`src/rtl/rr_lock_arbiter.sv`:
```
// rr_lock_arbiter: registered round-robin arbiter with a grant lock.
// An owner keeps the resource while requesting, but it is revoked after HOLD_MAX cycles under contention.
module rr_lock_arbiter #(
    parameter int N = 3,
    parameter int HOLD_MAX = 16,
    localparam int IDW = $clog2(N)
) (
    input  logic           clk,
    input  logic           rst_n,
    input  logic [N-1:0]   req,
    output logic [N-1:0]   grant,
    output logic           grant_valid,
    output logic [IDW-1:0] grant_id,
    output logic           preempt
);

    localparam int CW = $clog2(HOLD_MAX);
    localparam logic [CW-1:0]  HOLD_LAST = CW'(HOLD_MAX - 1);
    localparam logic [IDW-1:0] ID_LAST   = IDW'(N - 1);
    localparam logic [IDW:0]   N_EXT     = (IDW + 1)'(N);

    typedef enum logic [1:0] {
        ST_IDLE  = 2'd0,
        ST_GRANT = 2'd1,
        ST_GAP   = 2'd2
    } state_t;

    state_t         state_r, state_s;
    logic [IDW-1:0] ptr_r, ptr_s;
    logic [CW-1:0]  hold_cnt_r, hold_cnt_s;
    logic [N-1:0]   grant_r, grant_s;
    logic           grant_valid_r, grant_valid_s;
    logic [IDW-1:0] grant_id_r, grant_id_s;
    logic           preempt_r, preempt_s;

    logic [2*N-1:0] req_dbl_s;
    logic [N-1:0]   req_rot_s;
    logic [IDW-1:0] offset_s;
    logic [IDW:0]   sum_s;
    logic [IDW-1:0] sel_id_s;
    logic [IDW-1:0] ptr_after_s;
    logic           owner_req_s;
    logic           competitor_s;

    // Rotate req so bit 0 is the requester at ptr, then pick the nearest set bit.
    always_comb begin
        req_dbl_s = {req, req} >> ptr_r;
        req_rot_s = req_dbl_s[N-1:0];
        offset_s  = {IDW{1'b0}};
        for (int j = N - 1; j >= 0; j--) begin
            offset_s = req_rot_s[j] ? IDW'(j) : offset_s;
        end
        sum_s    = {1'b0, ptr_r} + {1'b0, offset_s};
        sel_id_s = (sum_s >= N_EXT) ? IDW'(sum_s - N_EXT) : sum_s[IDW-1:0];
    end

    // Owner/competitor view of the request vector and the post-ownership pointer.
    always_comb begin
        owner_req_s  = |(req & grant_r);
        competitor_s = |(req & ~grant_r);
        ptr_after_s  = (grant_id_r == ID_LAST) ? {IDW{1'b0}} : grant_id_r + IDW'(1);
    end

    // Next-state and next-output logic of the arbitration FSM.
    always_comb begin
        state_s    = state_r;
        ptr_s      = ptr_r;
        hold_cnt_s = hold_cnt_r;
        grant_s    = grant_r;
        grant_id_s = grant_id_r;
        preempt_s  = 1'b0;
        case (state_r)
            ST_IDLE: begin
                if (|req) begin
                    grant_s    = {{(N-1){1'b0}}, 1'b1} << sel_id_s;
                    grant_id_s = sel_id_s;
                    hold_cnt_s = {CW{1'b0}};
                    state_s    = ST_GRANT;
                end else begin
                    grant_s = {N{1'b0}};
                end
            end
            ST_GRANT: begin
                if (!owner_req_s) begin
                    // Release wins over revoke, so no preempt here.
                    grant_s = {N{1'b0}};
                    ptr_s   = ptr_after_s;
                    state_s = ST_GAP;
                end else if ((hold_cnt_r == HOLD_LAST) && competitor_s) begin
                    grant_s   = {N{1'b0}};
                    preempt_s = 1'b1;
                    ptr_s     = ptr_after_s;
                    state_s   = ST_GAP;
                end else begin
                    hold_cnt_s = (hold_cnt_r == HOLD_LAST) ? hold_cnt_r : hold_cnt_r + CW'(1);
                end
            end
            ST_GAP: begin
                grant_s = {N{1'b0}};
                state_s = ST_IDLE;
            end
            default: begin
                grant_s = {N{1'b0}};
                state_s = ST_IDLE;
            end
        endcase
        grant_valid_s = |grant_s;
    end

    // State and output registers with asynchronous reset.
    always_ff @(posedge clk or negedge rst_n) begin
        if (!rst_n) begin
            state_r       <= ST_IDLE;
            ptr_r         <= {IDW{1'b0}};
            hold_cnt_r    <= {CW{1'b0}};
            grant_r       <= {N{1'b0}};
            grant_valid_r <= 1'b0;
            grant_id_r    <= {IDW{1'b0}};
            preempt_r     <= 1'b0;
        end else begin
            state_r       <= state_s;
            ptr_r         <= ptr_s;
            hold_cnt_r    <= hold_cnt_s;
            grant_r       <= grant_s;
            grant_valid_r <= grant_valid_s;
            grant_id_r    <= grant_id_s;
            preempt_r     <= preempt_s;
        end
    end

    assign grant       = grant_r;
    assign grant_valid = grant_valid_r;
    assign grant_id    = grant_id_r;
    assign preempt     = preempt_r;

endmodule

```
`config.mk`:
```
export PLATFORM = sky130hd
export DESIGN_NAME = rr_lock_arbiter
export DESIGN_NICKNAME = d
export VERILOG_FILES = /design/src/rtl/rr_lock_arbiter.sv
export SDC_FILE = /design/constraint.sdc
export NUM_CORES = 1
export LEC_CHECK = 0
export CORE_MARGIN = 8
export CORE_UTILIZATION = 55
export DETAILED_ROUTE_END_ITERATION = 7
export PLACE_DENSITY = 0.92
export REMOVE_ABC_BUFFERS = 1
export SYNTH_ARGS = -nofsm -noshare
export SYNTH_HDL_FRONTEND = slang
export SYNTH_SLANG_ARGS = --single-unit
```
`constraint.sdc`:
```
create_clock -name clk -period 5.5 [get_ports clk]
set_clock_uncertainty 0.1 [all_clocks]
set_input_delay 1.1 -clock clk [delete_from_list [all_inputs] [get_ports clk]]
set_output_delay 1.1 -clock clk [all_outputs]
set_load 0.03 [all_outputs]
```
After elaboration in Yosys (flattened, before gate mapping)
Cells that the tools add are included.
{"block": "classes", "n_addsub": 4, "muxes": 23, "magnitude_cmp": 1, "shift": 2, "n_reduce_logical": 11, "eq_ne": 9, "n_bitwise": 3}
{"op": "$mux W2", "count": 10}
{"op": "$mux W4", "count": 4}
{"op": "$reduce_or A3 Y1", "count": 4}
{"op": "$mux W3", "count": 3}
{"op": "$ne A2 B2 Y1 const B", "count": 4}
{"op": "$pmux W4 S2", "count": 1}
{"op": "$and A3 B3 Y3", "count": 2}
{"op": "$pmux W3 S2", "count": 1}
{"op": "$reduce_and A2 Y1", "count": 3}
{"op": "$shr A6 B2 Y3", "count": 1}
{"op": "$reduce_and A5 Y1", "count": 1}
{"op": "$add A4 B1 Y4 const B", "count": 1}
{"op": "$eq A4 B4 Y1 const B", "count": 1}
{"op": "$pmux W2 S2", "count": 1}
{"op": "$add A2 B2 Y3", "count": 1}
{"op": "$ge A3 B2 Y1 const B", "count": 1}
{"op": "$mux W1", "count": 3}
{"op": "$ne A3 B3 Y1 const B", "count": 1}
{"op": "$not A3 Y3", "count": 1}
{"op": "$shl A1 B2 Y3 const A", "count": 1}
{"op": "$add A2 B1 Y2 const B", "count": 1}
{"op": "$eq A2 B1 Y1 const B", "count": 1}
{"op": "$eq A2 B2 Y1 const B", "count": 1}
{"op": "$logic_not A2 Y1", "count": 1}
{"op": "other kinds (4)", "count": 4}
{"block": "word_totals", "out_inout_bits": 7, "regBits": 15, "word_cells": 60, "input_bits": 5}

Depth between registers and ports, before layout
Gate-level depths: netlist (run 1).
{"block": "logic_depth", "word_depth": 11, "ltp_mapped": 12}

Least setup slack after synthesis (run 1)
Ideal clock, no wire load.
{"block": "synth_timing", "path_kind": "input to register", "from": "input req[1]", "to": "register grant_r[0] (netlist: grant[0])", "setup_ns": 0.121, "t_arrival_ns": 3.043, "required_time_ns": 5.279, "stages": 11, "n_path_buf": 0, "slack_ns": 2.236, "cell_sequence": "nor4bb_1 > a221o_1 > ha_1 > inv_1 > fa_1 > inv_1 > ha_1 > nand3b_1 > a21oi_1 > nor2_1 > a22o_1"}
{"block": "synth_between", "elab_chain_cells": 10, "elab_cells_between_ends": 19, "classes_between": "add/sub: 2; order compare: 1; shift: 2; mux: 8; bitwise: 2; reduce/logical: 4"}
{"element": "from (decl)", "line_no": "10", "source": "input logic [N-1:0] req,"}
{"element": "$shr A6 B2 Y3", "line_no": "47", "source": "req_dbl_s = {req, req} >> ptr_r;"}
{"element": "$mux W2 (3 in series)", "line_no": "51", "source": "offset_s = req_rot_s[j] ? IDW'(j) : offset_s;"}
{"element": "$add A2 B2 Y3", "line_no": "53", "source": "sum_s = {1'b0, ptr_r} + {1'b0, offset_s};"}
{"element": "$ge A3 B2 Y1 / $sub A2 B2 Y2 (equally long branches)", "line_no": "54", "source": "sel_id_s = (sum_s >= N_EXT) ? IDW'(sum_s - N_EXT) : sum_s[IDW-1:0];"}
{"element": "$mux W2", "line_no": "54"}
{"element": "$shl A1 B2 Y3", "line_no": "75", "source": "grant_s = {{(N-1){1'b0}}, 1'b1} << sel_id_s;"}
{"element": "$mux W3", "line_no": "74", "source": "if (|req) begin"}
{"element": "$pmux W3 S2 *", "line_no": "72", "source": "case (state_r)"}
{"element": "named net grant_s[0]", "line_no": "31", "source": "logic [N-1:0] grant_r, grant_s;"}
{"element": "to (signal assigned)", "line_no": "116", "source": "grant_r <= {N{1'b0}};"}
{"element": "to (signal assigned)", "line_no": "124", "source": "grant_r <= grant_s;"}
{"element": "to (decl)", "line_no": "31"}
The timed path passes the listed nets; every way through them passes the cells marked *.
A chain may end at the register's enable or synchronous reset.

Final worst setup path (run 1)
{"block": "layout_timing", "from": "input req[2]", "to": "register grant_r[0] (netlist: grant[0])"}
The elaborated chain is that of the path after synthesis.

==> results.py, run 1 <==
metrics = {
    "outcome": {
        "outcome": "finished clean",
    },
    "sta": {
        "timing.final.crit_share": 0.705,
        "fmax_mhz": 258,
        "slew_headroom": 0.560,
        "drv_slew": 0,
        "period_needed_ns": 3.88,
        "tightest_slew_ns": 0.659,
        "setup_viol": 0,
        "finalSetupTns_ns": 0,
        "finalHoldViolCount": 0,
        "rsz0062_at_grt": "no",
    },
    "synth": {
        "synth-xor-area-share": 0.0107,
        "ys.flop_type": "dfrtp_1",
        "synth_cells": 83,
        "ys_types": 31,
        "synth_top_cell_by_area": "dfrtp_1",
        "async_reset_ff_frac": 1.00,
        "synth-compound-area-share": 0.139,
        "synth_top_area_frac": 0.457,
        "netlist_top_cells_area": "dfrtp_1 46%, mux2i_1 4.9%, ha_1 4.6%, nor2b_1 4.6%, inv_1 3.2%",
        "synthAdderAreaFrac": 0.0700,
        "syn_avg_cell_area_sq_um": 9.90,
        "ys_seq_elements": 15,
        "yosys.area_share.simple": 0.221,
        "seq_area_frac_synth": 0.457,
        "yosysWarnings": 0,
        "synth_top_family_by_area": "simple AND/OR/NAND/NOR gates",
        "synth-edff-count": 0,
        "syn_area_sq_um": 822,
        "synthMuxAreaShare": 0.0670,
    },
    "finish": {
        "antenna_cells": 0,
        "drive_gt1_frac": 0.0515,
        "layout_common_cells": "15 x dfrtp_1, 11 x clkdlybuf4s50_1, 7 x inv_1, 7 x nand2_1, 6 x nor2b_1",
        "nets": 107,
        "layout_commonest_cell": "dfrtp_1",
        "syn_to_final_growth_pct": 18.7,
        "final_area_sq_um": 976,
        "stdcell_count": 113,
        "final_util": 0.671,
        "fillCellCount": 118,
    },
    "die": {
        "die_w_microns": 54.7,
        "core_area_sq_um": 1450,
        "start_util": 0.565,
        "die_height_microns": 54.7,
        "die-area_sq_um": 2990,
        "boundaryPins": 12,
        "core.rowCount": 14,
    },
    "clocking": {
        "cts_setup_buffers": 0,
        "htreeDepth": 1,
        "cts_resized": 0,
        "ctsHoldBuffers": 0,
        "cts.reportedPaths.clkPinSlew_ns": 0.10,
        "cts-root-buf": "clkbuf_4",
        "cts-buffers-inserted": 3,
        "cts.path.max_buffers": 2,
        "cts_tree": "done",
        "cts.sink_count": 15,
        "clk_latency_ns": 0.28,
    },
    "place": {
        "dp_cells": 109,
        "port_buffers": 11,
        "finalWeightedCongestion": 0.788,
        "hpwlAfterDp_microns": 1260,
        "dpl_cell_area_sq_um": 948,
    },
    "global_routing": {
        "grt_antenna_before_repair": 0,
        "grt_pass1_vias": 723,
        "grt_max_degree": 16,
        "grt_pass1_wl_microns": 2980,
        "overflow": 0,
        "track_usage": 0.132,
    },
    "route": {
        "wl_per_cell_microns": 14.5,
        "wl_microns": 1640,
        "postRouteAntennaNets": 0,
        "via_count": 667,
        "drt-pass1-iter-count": 6,
        "drc": 0,
        "viasPerCell": 5.90,
        "drt_iter0_markers": 10,
    },
    "worst_hold_path": {
        "hold_class": "reg -> reg",
    },
    "pwr": {
        "power_density_nw_per_um2": 544,
        "peakVddDrop_uv": 355,
        "seqPwrFrac": 0.333,
        "p_sw_frac": 0.443,
        "p_switching_mw": 0.235,
        "p_int_mw": 0.296,
        "comb_power_share": 0.546,
        "p_leak_nw": 0.466,
        "clkPwrFrac": 0.121,
    },
    "flow_run": {
        "cap_violations": 0,
    },
    "critical_path": {
        "crit_type": "in -> reg",
        "critPathCaptureType": "flip-flop",
        "cp_num_buf_inv": 3,
        "cp_cell_sequence": "clkdlybuf4s50_1 -> nor4bb_1 -> a221o_1 -> ha_1 -> inv_1 -> fa_1 -> inv_1 -> ha_1 -> nand3b_1 -> a21oi_1 -> nor2_1 -> a22o_1",
        "slowest_stage": "clkdlybuf4s50_1",
        "slowest_delay_ns": 0.61,
        "crit_required_ns": 5.58,
        "startpoint_type": "input port",
        "cp_data_arrival_time_ns": 3.96,
        "worstPathMaxFanout": 7,
        "crit_family": "adder cells",
    },
}
[stage by stage]
step	power, mW	hold WS [ns]	worst slack, ns
2_1_floorplan	0.384	0.361	2.23
4_1_cts	0.536	0.420	1.65
3_5_place_dp	0.470	0.404	1.35
3_3_place_gp	0.452	0.383	1.49
5_1_grt	0.583	0.470	1.40
6_report	0.531	0.416	1.62
[routing by layer]
metal | vias up | share of wire | track usage | wire [microns]
li1 | 322 | - | - | -
met1 | 329 | 0.46 | 0.149 | 752
met2 | 14 | 0.49 | 0.226 | 806
met3 | 2 | 0.039 | 0.0326 | 64
met4 | 0 | 0.0085 | 0.0615 | 14
met5 | - | 0 | 0 | 0
[final timing paths]
kind / startpoint / to / slack [ns] / depth (start not counted)
min in group asynchronous: rst_n / hold_cnt_r[3]$_DFFE_PN0P_ / 1.11 / 1
hold reg to reg: hold_cnt_r[3]$_DFFE_PN0P_ / hold_cnt_r[3]$_DFFE_PN0P_ / 0.42 / 1
hold / removal: hold_cnt_r[3]$_DFFE_PN0P_ / hold_cnt_r[3]$_DFFE_PN0P_ / 0.42 / 1
setup / recovery: req[2] / grant[0]$_DFF_PN0_ / 1.62 / 12
max in group asynchronous: rst_n / grant_id[1]$_DFFE_PN0P_ / 3.77 / 1
setup reg to reg: ptr_r[0]$_DFFE_PN0P_ / grant[0]$_DFF_PN0_ / 2.58 / 11
[state kept, by name (all words and copies together), names as in the netlist]
name,flops
grant_valid,1
grant_id,2
preempt,1
grant,3
hold_cnt_r,4
ptr_r,2
state_r,2
[power groups by stage]
| stage | Clock (mW) | Combinational [mW] | Sequential [mW] |
|---|---|---|---|
| floorplan | 0 | 0.182 | 0.202 |
| global placement | 0 | 0.276 | 0.176 |
| CTS | 0.0658 | 0.295 | 0.175 |
| global route | 0.0702 | 0.331 | 0.182 |
| finish | 0.0645 | 0.290 | 0.177 |
| detailed placement | 0 | 0.293 | 0.177 |
[kinds of logic (layout without fill, tap and decap cells)]
| family | after synthesis | after routing |
|---|---|---|
| flip-flops | 15 | 15 |
| AO/OA/AOI/OAI | 17 | 17 |
| adder cells (fa/ha/maj) | 4 | 4 |
| multiplexers | 5 | 5 |
| XOR/XNOR | 1 | 1 |
| buffers and inverters | 8 | 22 |
| AND/OR/NAND/NOR | 33 | 33 |
[final cells by class]
type	count	area, sq um	share of cell area
multi-input combinational	60	417	0.427
sequential	15	375	0.385
timing repair buffer	11	110	0.113
inverter	7	26.3	0.0269
clock buffer	3	22.5	0.0231
tap	16	20.0	0.0205
clock inverter	1	5.00	0.00513
[cell usage after synthesis (all sizes together), types with 2 or more instances]
| cell | n |
|---|---|
| nand2 | 7 |
| dfrtp | 15 |
| nor2 | 5 |
| a21o | 2 |
| ha | 3 |
| mux2i | 4 |
| inv | 7 |
| nand2b | 3 |
| a21oi | 3 |
| nor4bb | 2 |
| nor2b | 6 |
| o21ai | 5 |
| nor3 | 4 |
Power figures use the tool's default switching activity.
==> inputs of run 2 (changes only) <==
CORE_UTILIZATION = 51   (was 55)
PLACE_DENSITY = 0.87   (was 0.92)
clock period = 4.05 ns   (was 5.5 ns; I/O delays follow)
==> results.py, run 2 (synthesis gave the netlist of run 1 again) <==
metrics = {
    "outcome": {
        "outcome": "finished clean",
    },
    "place": {
        "finalWeightedCongestion": 0.814,
        "port_buffers": 11,
        "hpwlAfterDp_microns": 1290,
        "dp_cells": 109,
        "dpl_cell_area_sq_um": 948,
    },
    "finish": {
        "largest_reg_flops": 4,
        "nets": 107,
        "regMostFlops": "hold_cnt_r",
        "stdcell_count": 113,
        "final_util": 0.648,
        "layout_common_cells": "15 x dfrtp_1, 11 x clkdlybuf4s50_1, 7 x inv_1, 7 x nand2_1, 6 x nor2b_1",
        "layout_commonest_cell": "dfrtp_1",
        "final_area_sq_um": 976,
        "syn_to_final_growth_pct": 18.7,
        "antenna_cells": 0,
        "multiInputGateArea_sq_um": 417,
        "fillCellCount": 121,
        "seqCellArea_sq_um": 375,
        "drive_gt1_frac": 0.0515,
    },
    "critical_path": {
        "critPathLaunch": "req[2]",
        "crit_type": "in -> reg",
        "r2r_slack_ns": 1.12,
        "cp_data_arrival_time_ns": 3.64,
        "worstPathMaxFanout": 7,
        "crit_end": "grant[0]$_DFF_PN0_",
        "reg2reg_from": "ptr_r[1]$_DFFE_PN0P_",
        "rr_worst_depth": 11,
        "startpoint_type": "input port",
        "critPathCaptureType": "flip-flop",
        "crit_required_ns": 4.14,
        "r2r-end": "grant[2]$_DFF_PN0_",
    },
    "pwr": {
        "peakVddDrop_uv": 459,
        "p_switching_mw": 0.320,
        "comb_power_share": 0.545,
        "power_density_nw_per_um2": 739,
        "p_int_mw": 0.401,
        "p_total_mw": 0.721,
        "p_sw_frac": 0.443,
        "clkPwrFrac": 0.120,
        "p_leak_nw": 0.466,
        "seqPwrFrac": 0.334,
    },
    "clocking": {
        "htreeDepth": 1,
        "cts.sink_count": 15,
        "cts_tree": "done",
        "cts-root-buf": "clkbuf_4",
        "cts-buffers-inserted": 3,
        "cts.reportedPaths.clkPinSlew_ns": 0.09,
        "cts_setup_buffers": 0,
        "cts_resized": 0,
        "ctsHoldBuffers": 0,
        "cts.path.max_buffers": 2,
        "clk_latency_ns": 0.29,
    },
    "die": {
        "boundaryPins": 12,
        "die_height_microns": 56.1,
        "core.rowCount": 14,
        "core_area_sq_um": 1510,
        "start_util": 0.546,
        "die-area_sq_um": 3150,
        "die_w_microns": 56.1,
    },
    "sta": {
        "drv_slew": 0,
        "period_needed_ns": 3.55,
        "finalHoldViolCount": 0,
        "timing.final.crit_share": 0.878,
        "slew_headroom": 0.556,
        "tightest_slew_ns": 0.664,
        "setup_viol": 0,
        "finalSetupTns_ns": 0,
        "rsz0062_at_grt": "no",
        "fmax_mhz": 281,
    },
    "route": {
        "drc": 0,
        "wl_per_cell_microns": 15.0,
        "drt-pass1-iter-count": 5,
        "postRouteAntennaNets": 0,
        "via_count": 660,
        "drt_iter0_markers": 10,
        "wl_microns": 1690,
        "viasPerCell": 5.84,
    },
    "global_routing": {
        "overflow": 0,
        "grt_pass1_vias": 649,
        "grt_antenna_before_repair": 0,
        "grt_pass1_wl_microns": 2930,
        "grt_max_degree": 16,
        "track_usage": 0.115,
    },
    "worst_hold_path": {
        "whs_path_depth": 1,
        "hold_class": "reg -> reg",
    },
    "flow_run": {
        "cap_violations": 0,
    },
}
run 2: power groups by stage:
stage	logic, mW	registers (mW)	clock network [mW]
3_3_place_gp	0.373	0.238	0
3_5_place_dp	0.396	0.243	0
2_1_floorplan	0.247	0.275	0
4_1_cts	0.398	0.240	0.0898
5_1_grt	0.446	0.247	0.0970
6_report	0.393	0.241	0.0868
run 2: area by class of cell:
cell class,instances,area share
flip-flops and latches,15,0.385
repair buffers,11,0.113
clock inverters,1,0.00513
multi-input cells,60,0.427
inverters,7,0.0269
well taps,16,0.0205
clock buffers,3,0.0231
run 2: per-stage QoR:
step	hold WS [ns]	setup slack (ns)
after floorplan	0.361	1.07
after global placement	0.386	0.295
after detailed placement	0.406	0.195
after CTS	0.419	0.497
after global routing	0.432	0.231
final	0.417	0.496
run 2: worst max-delay path: stages:
cell             delay, ns
clkdlybuf4s50_1       0.59
nor4bb_1              0.31
a221o_1               0.16
ha_1                  0.13
inv_1                 0.05
fa_1                  0.50
inv_1                 0.06
ha_1                  0.18
nand3b_1              0.17
a21oi_1               0.31
nor2_1                0.11
a22o_1                0.24
run 2: how the worst min path moves through the flow:
stage / start / end / slack [ns]
floorplan: hold_cnt_r[3]$_DFFE_PN0P_ / hold_cnt_r[3]$_DFFE_PN0P_ / 0.36
global placement: hold_cnt_r[3]$_DFFE_PN0P_ / hold_cnt_r[3]$_DFFE_PN0P_ / 0.39
detailed placement: hold_cnt_r[3]$_DFFE_PN0P_ / hold_cnt_r[3]$_DFFE_PN0P_ / 0.41
CTS: hold_cnt_r[3]$_DFFE_PN0P_ / hold_cnt_r[3]$_DFFE_PN0P_ / 0.42
global route: hold_cnt_r[3]$_DFFE_PN0P_ / hold_cnt_r[3]$_DFFE_PN0P_ / 0.43
finish: hold_cnt_r[0]$_DFFE_PN0P_ / hold_cnt_r[0]$_DFFE_PN0P_ / 0.42
run 2: layer usage:
layer | share of wire | up-vias | wire (microns) | GRT usage
li1 | - | 325 | - | -
met1 | 0.43 | 316 | 722 | 0.128
met3 | 0.039 | 5 | 66 | 0.0251
met4 | 0.033 | 0 | 55 | 0.0825
met2 | 0.50 | 14 | 845 | 0.187
met5 | 0 | - | 0 | 0
